### src/rtl/multdiv_unit.sv
// Multi-cycle signed multiply (radix-2 Booth) / divide (restoring) unit, one bit per clock.
// Define MULTDIV_DIV_EN to compile in the divide state and datapath; otherwise ctrl_DIV is ignored.
module multdiv_unit #(
    parameter int unsigned WIDTH = 32
) (
    input  logic             clock,
    input  logic             reset_n,
    input  logic             ctrl_MULT,
    input  logic             ctrl_DIV,
    input  logic [WIDTH-1:0] data_operandA,
    input  logic [WIDTH-1:0] data_operandB,
    output logic [WIDTH-1:0] data_result,
    output logic             data_exception,
    output logic             data_resultRDY,
    output logic             busy
);

    localparam int unsigned CW = 6;

    typedef enum logic [1:0] {
        S_IDLE = 2'd0,
        S_MULT = 2'd1,
`ifdef MULTDIV_DIV_EN
        S_DIV  = 2'd2,
`endif
        S_DONE = 2'd3
    } state_e;

    state_e           state_q, state_d;
    logic [CW-1:0]    cnt_q, cnt_d;
    logic [WIDTH-1:0] acc_q, acc_d;
    logic [WIDTH-1:0] q_q, q_d;
    logic             qm1_q, qm1_d;
    logic [WIDTH-1:0] m_q, m_d;
    logic [WIDTH-1:0] result_q, result_d;
    logic             exc_q, exc_d;
    logic             rdy_q, rdy_d;
    logic             busy_q, busy_d;

    // Booth step: 33-bit add/subtract so M = most-negative value cannot overflow the accumulator
    logic [WIDTH:0] acc_ext, m_ext, booth_sum;
    logic           mul_ovf;

    assign acc_ext = {acc_q[WIDTH-1], acc_q};
    assign m_ext   = {m_q[WIDTH-1], m_q};

    always_comb begin
        booth_sum = acc_ext;
        unique case ({q_q[0], qm1_q})
            2'b01:   booth_sum = acc_ext + m_ext;
            2'b10:   booth_sum = acc_ext - m_ext;
            default: booth_sum = acc_ext;
        endcase
    end

    // Product bits [2W-1:W-1] must all match for the low word to be a valid signed result
    assign mul_ovf = ~((&{acc_q, q_q[WIDTH-1]}) | ~(|{acc_q, q_q[WIDTH-1]}));

`ifdef MULTDIV_DIV_EN
    logic             neg_q, neg_d;
    logic             dz_q, dz_d;
    logic [WIDTH:0]   div_shift, div_diff;
    logic [WIDTH-1:0] abs_a, abs_b, quo_signed;

    assign abs_a      = data_operandA[WIDTH-1] ? WIDTH'(0) - data_operandA : data_operandA;
    assign abs_b      = data_operandB[WIDTH-1] ? WIDTH'(0) - data_operandB : data_operandB;
    assign div_shift  = {acc_q, q_q[WIDTH-1]};
    assign div_diff   = div_shift - {1'b0, m_q};
    assign quo_signed = neg_q ? WIDTH'(0) - q_q : q_q;
`else
    logic unused_ctrl_div;
    assign unused_ctrl_div = ctrl_DIV;
`endif

    always_comb begin
        state_d  = state_q;
        cnt_d    = cnt_q;
        acc_d    = acc_q;
        q_d      = q_q;
        qm1_d    = qm1_q;
        m_d      = m_q;
        result_d = result_q;
        exc_d    = exc_q;
        rdy_d    = 1'b0;
`ifdef MULTDIV_DIV_EN
        neg_d    = neg_q;
        dz_d     = dz_q;
`endif
        if (ctrl_MULT) begin
            state_d = S_MULT;
            cnt_d   = CW'(WIDTH);
            acc_d   = '0;
            q_d     = data_operandB;
            qm1_d   = 1'b0;
            m_d     = data_operandA;
        end
`ifdef MULTDIV_DIV_EN
        else if (ctrl_DIV) begin
            state_d = S_DIV;
            cnt_d   = CW'(WIDTH);
            acc_d   = '0;
            q_d     = abs_a;
            qm1_d   = 1'b0;
            m_d     = abs_b;
            neg_d   = data_operandA[WIDTH-1] ^ data_operandB[WIDTH-1];
            dz_d    = (data_operandB == '0);
        end
`endif
        else begin
            unique case (state_q)
                S_MULT: begin
                    if (cnt_q == '0) begin
                        state_d  = S_DONE;
                        result_d = q_q;
                        exc_d    = mul_ovf;
                        rdy_d    = 1'b1;
                    end else begin
                        acc_d = booth_sum[WIDTH:1];
                        q_d   = {booth_sum[0], q_q[WIDTH-1:1]};
                        qm1_d = q_q[0];
                        cnt_d = cnt_q - CW'(1);
                    end
                end
`ifdef MULTDIV_DIV_EN
                S_DIV: begin
                    if (cnt_q == '0) begin
                        state_d  = S_DONE;
                        result_d = dz_q ? '0 : quo_signed;
                        exc_d    = dz_q | (~neg_q & q_q[WIDTH-1]);
                        rdy_d    = 1'b1;
                    end else begin
                        if (!div_diff[WIDTH]) begin
                            acc_d = div_diff[WIDTH-1:0];
                            q_d   = {q_q[WIDTH-2:0], 1'b1};
                        end else begin
                            acc_d = div_shift[WIDTH-1:0];
                            q_d   = {q_q[WIDTH-2:0], 1'b0};
                        end
                        cnt_d = cnt_q - CW'(1);
                    end
                end
`endif
                S_DONE:  state_d = S_IDLE;
                default: state_d = S_IDLE;
            endcase
        end
        busy_d = (state_d != S_IDLE);
    end

    always_ff @(posedge clock or negedge reset_n) begin
        if (!reset_n) begin
            state_q  <= S_IDLE;
            cnt_q    <= '0;
            acc_q    <= '0;
            q_q      <= '0;
            qm1_q    <= 1'b0;
            m_q      <= '0;
            result_q <= '0;
            exc_q    <= 1'b0;
            rdy_q    <= 1'b0;
            busy_q   <= 1'b0;
`ifdef MULTDIV_DIV_EN
            neg_q    <= 1'b0;
            dz_q     <= 1'b0;
`endif
        end else begin
            state_q  <= state_d;
            cnt_q    <= cnt_d;
            acc_q    <= acc_d;
            q_q      <= q_d;
            qm1_q    <= qm1_d;
            m_q      <= m_d;
            result_q <= result_d;
            exc_q    <= exc_d;
            rdy_q    <= rdy_d;
            busy_q   <= busy_d;
`ifdef MULTDIV_DIV_EN
            neg_q    <= neg_d;
            dz_q     <= dz_d;
`endif
        end
    end

    assign data_result    = result_q;
    assign data_exception = exc_q;
    assign data_resultRDY = rdy_q;
    assign busy           = busy_q;

endmodule

### config.mk
export PLATFORM = sky130hd
export DESIGN_NAME = multdiv_unit
export DESIGN_NICKNAME = d
export VERILOG_FILES = /design/src/rtl/multdiv_unit.sv
export SDC_FILE = /design/constraint.sdc
export NUM_CORES = 1
export LEC_CHECK = 0
export BUFFER_PORTS_ARGS = -buffer_cell sky130_fd_sc_hd__buf_2
export CAP_MARGIN = 20
export CORE_ASPECT_RATIO = 0.75
export CORE_MARGIN = 3
export CORE_UTILIZATION = 63
export CTS_CLUSTER_DIAMETER = 60
export DETAILED_ROUTE_END_ITERATION = 10
export GPL_TIMING_DRIVEN = 1
export PLACE_DENSITY = 0.85
export SYNTH_ARGS = -nofsm -noshare
export SYNTH_HDL_FRONTEND = slang
export SYNTH_SLANG_ARGS = --single-unit
export TNS_END_PERCENT = 20
### constraint.sdc
create_clock -name clock -period 8.53 [get_ports clock]
set_input_delay 0.853 -clock clock [delete_from_list [all_inputs] [get_ports clock]]
set_output_delay 0.853 -clock clock [all_outputs]
set_load 0.02 [all_outputs]
==> metrics <==
power density over the cells=362 mW/mm2; 1st-pass router iterations=5; largest net degree at the start of global routing=107; Core Area=0.0126 mm2; fin crit share=55.8%; Buffers on Ports=101; Max Root-Sink Buffers=2; die height=~110 um; CP Data Arrival Time=5080 ps; Iter 0 DRT Violations=574; Layout Cells excl Fill=1175; synthesized flop and latch total=140; antenna cells=0; Synth Area in Adders=under 10%; xor and xnor area share after synthesis=6.77%; Slew @ Worst Pin=1000 ps; die area=between 0.01 and 0.015 mm2; syn avg cell area=~9 um2; TNS Setup=0 ps; CTS tree=yes; drt drc=0; initial antenna violation count=0; total grt overflow=0; post-synthesis mux area share=7.91%; Setup crit start kind=register; clock skew=9.51 ps; Power Total=~3400 uW; min-delay worst type=in -> async; DR vias/cell=5.89; Tot GR Track Use=between 20% and 30%; crit path capture type=register; Seq/Total Area, Yosys=42.3%; synthesized cell area=0.00828 mm2; most common cell after layout, fill and taps aside=nand2_1; share of the synthesized area in the top cell type=42.3%; H-tree depth=4; PostCTS Resize Cnt=0; Post-synth EDFFs=0; CTS root buf=clkbuf_16; Crit Path Category=reg -> reg; Cell variety after synth=53; # setup viols final=0; HPWL after DPL=13.3 mm; CP Data Required Time=just under 9000 ps; Async S/R FF share, synth=100%; largest family of logic cells by synthesized area=simple AND/OR/NAND/NOR gates; insertion delay of the later-clocked pin in the worst-skew pair=~420 ps; max-slew violations=0; vias in the first global route=6582; CP Max Fanout=7; fill count=924; Post CTS Setup Buffer Count=0; placed cells=1143; via count=6920; first-pass GRT wire length=32.0 mm; Layout Nets=roughly 1100; Top Ports=roughly 100; MaxCap Viol Count=0; status=finished clean; Mapped Nets=1028; die width=approximately 140 um; post-route antenna net violation count=0; Max-slew headroom=33.1%; final hold vios=0; Starting Density=65.9%; Synth Area in Compound Gates=16.1%; GPL Wtd Cong=0.959; ranking of synthesized cells by area=dfrtp_1, nand2_1, ha_1; WL final=19.1 mm; CTS Buf Count=17; clk sinks=140; leak pwr=between 0.004 and 0.005 uW; Cells after Synth=923; Rows=35; drt wl/cell=16.2 um; Reg clk slew, reported paths=70 ps; RSZ-0062 raised after global routing=no; layout cell share with drive strength beyond 1=17.3%; Simple-Gate Fraction of Synth Area=between 15 and 20%; most frequent cells in the layout=nand2_1, dfrtp_1, buf_2, o21ai_0, a21oi_1; yosys warns=0; post-layout min period=4760 ps; Fin Hold WS=400 ps; VDD IR max=~0.20 mV; Max Fclk=roughly 210 MHz; CTS Hold Bufs=0; Primary FF master, synth=dfrtp_1; synthesis-to-layout area growth=14.2%; Yosys top cell by area=dfrtp_1
[metal layers]
layer  GRT usage, %  part of all wire (%)  up-vias
met5              0                     0        -
met4           6.21                   1.1        0
met3           5.08                   6.8       26
met2           41.4                    45      225
met1           38.7                    47     3273
li1               -                     -     3396
[flip-flops by register name (all words and copies together), names as in the netlist]
register and cells:
data_result 32, cnt_q 6, data_resultRDY 1, q_q 32, m_q 32, qm1_q 1
state_q 2, acc_q 32, data_exception 1, busy 1
[worst max-delay path, stage by stage, from the launching register on]
cell	delay, ps
dfrtp_1	420
or4_1	560
or3_4	380
nor3_1	790
nor2_1	110
xnor2_1	160
ha_1	360
a21oi_1	290
o21ai_0	230
nor2_1	170
nand3_1	100
o21ai_1	490
o311ai_1	230
xnor2_1	180
o31ai_2	190
[synth_stat cells (all sizes together) (2+ instances only)]
cell / instances
a21o: 14
ha: 36
nor3b: 3
xnor2: 46
mux2: 27
nand2b: 4
dfrtp: 140
nand3: 22
o2111ai: 2
a31oi: 13
nand4: 14
o21bai: 5
o21ba: 2
a21oi: 49
nor4: 13
nor2: 41
or2: 2
o21ai: 77
and3: 7
or3: 7
o211ai: 17
a22o: 13
nor2b: 7
clkbuf: 47
o31ai: 6
nor4b: 2
xor2: 18
nor3: 17
buf: 6
nand2: 189
o21a: 5
inv: 21
a211o: 3
mux2i: 35
[per-stage QoR]
stage          utilization [%]  worst slack [ps]  cell area [um2]
2_1_floorplan                -              4710             8280
3_3_place_gp              70.4              4070             8850
3_5_place_dp              70.4              3920             8850
4_1_cts                   75.2              3880             9450
5_1_grt                   75.2              3430             9450
6_report                  75.2              3770             9450
[area by class of cell]
cell class | instances | area [um2] | area share, %
clock buffers | 18 | 439 | 4.65
clock inverters | 14 | 160 | 1.69
inverters | 22 | 82.6 | 0.874
multi-input cells | 708 | 4500 | 47.6
flip-flops and latches | 140 | 3500 | 37.1
well taps | 166 | 208 | 2.20
repair buffers | 107 | 559 | 5.92
[report_power, final]
part           switching, uW  leakage, uW  internal (uW)
Clock                    306     0.000280            444
Sequential               186      0.00174            870
Combinational            957      0.00242            656
Total                   1450      0.00444           1970
[logic make-up (layout without fill, tap and decap cells)]
logic type / count (synthesis) / count (layout)
fa+ha+maj: 37 / 37
xor+xnor: 64 / 64
flops: 140 / 140
compound gates: 215 / 215
buf+inv: 75 / 161
simple gates: 330 / 330
mux: 62 / 62
[path summary, 6_finish.rpt]
check,from,endpoint,slack (ps),cells after the start
worst max register to register,m_q[8],acc_q[31],3770,14
worst max-delay path,m_q[8],acc_q[31],3770,14
worst min-delay path,reset_n,data_result[8],400,1
min in group clock,data_result[7],data_result[7],470,2
max in group asynchronous,reset_n,m_q[9],6750,2
worst min register to register,data_result[7],data_result[7],470,2
(Power assumes the default switching activity.)
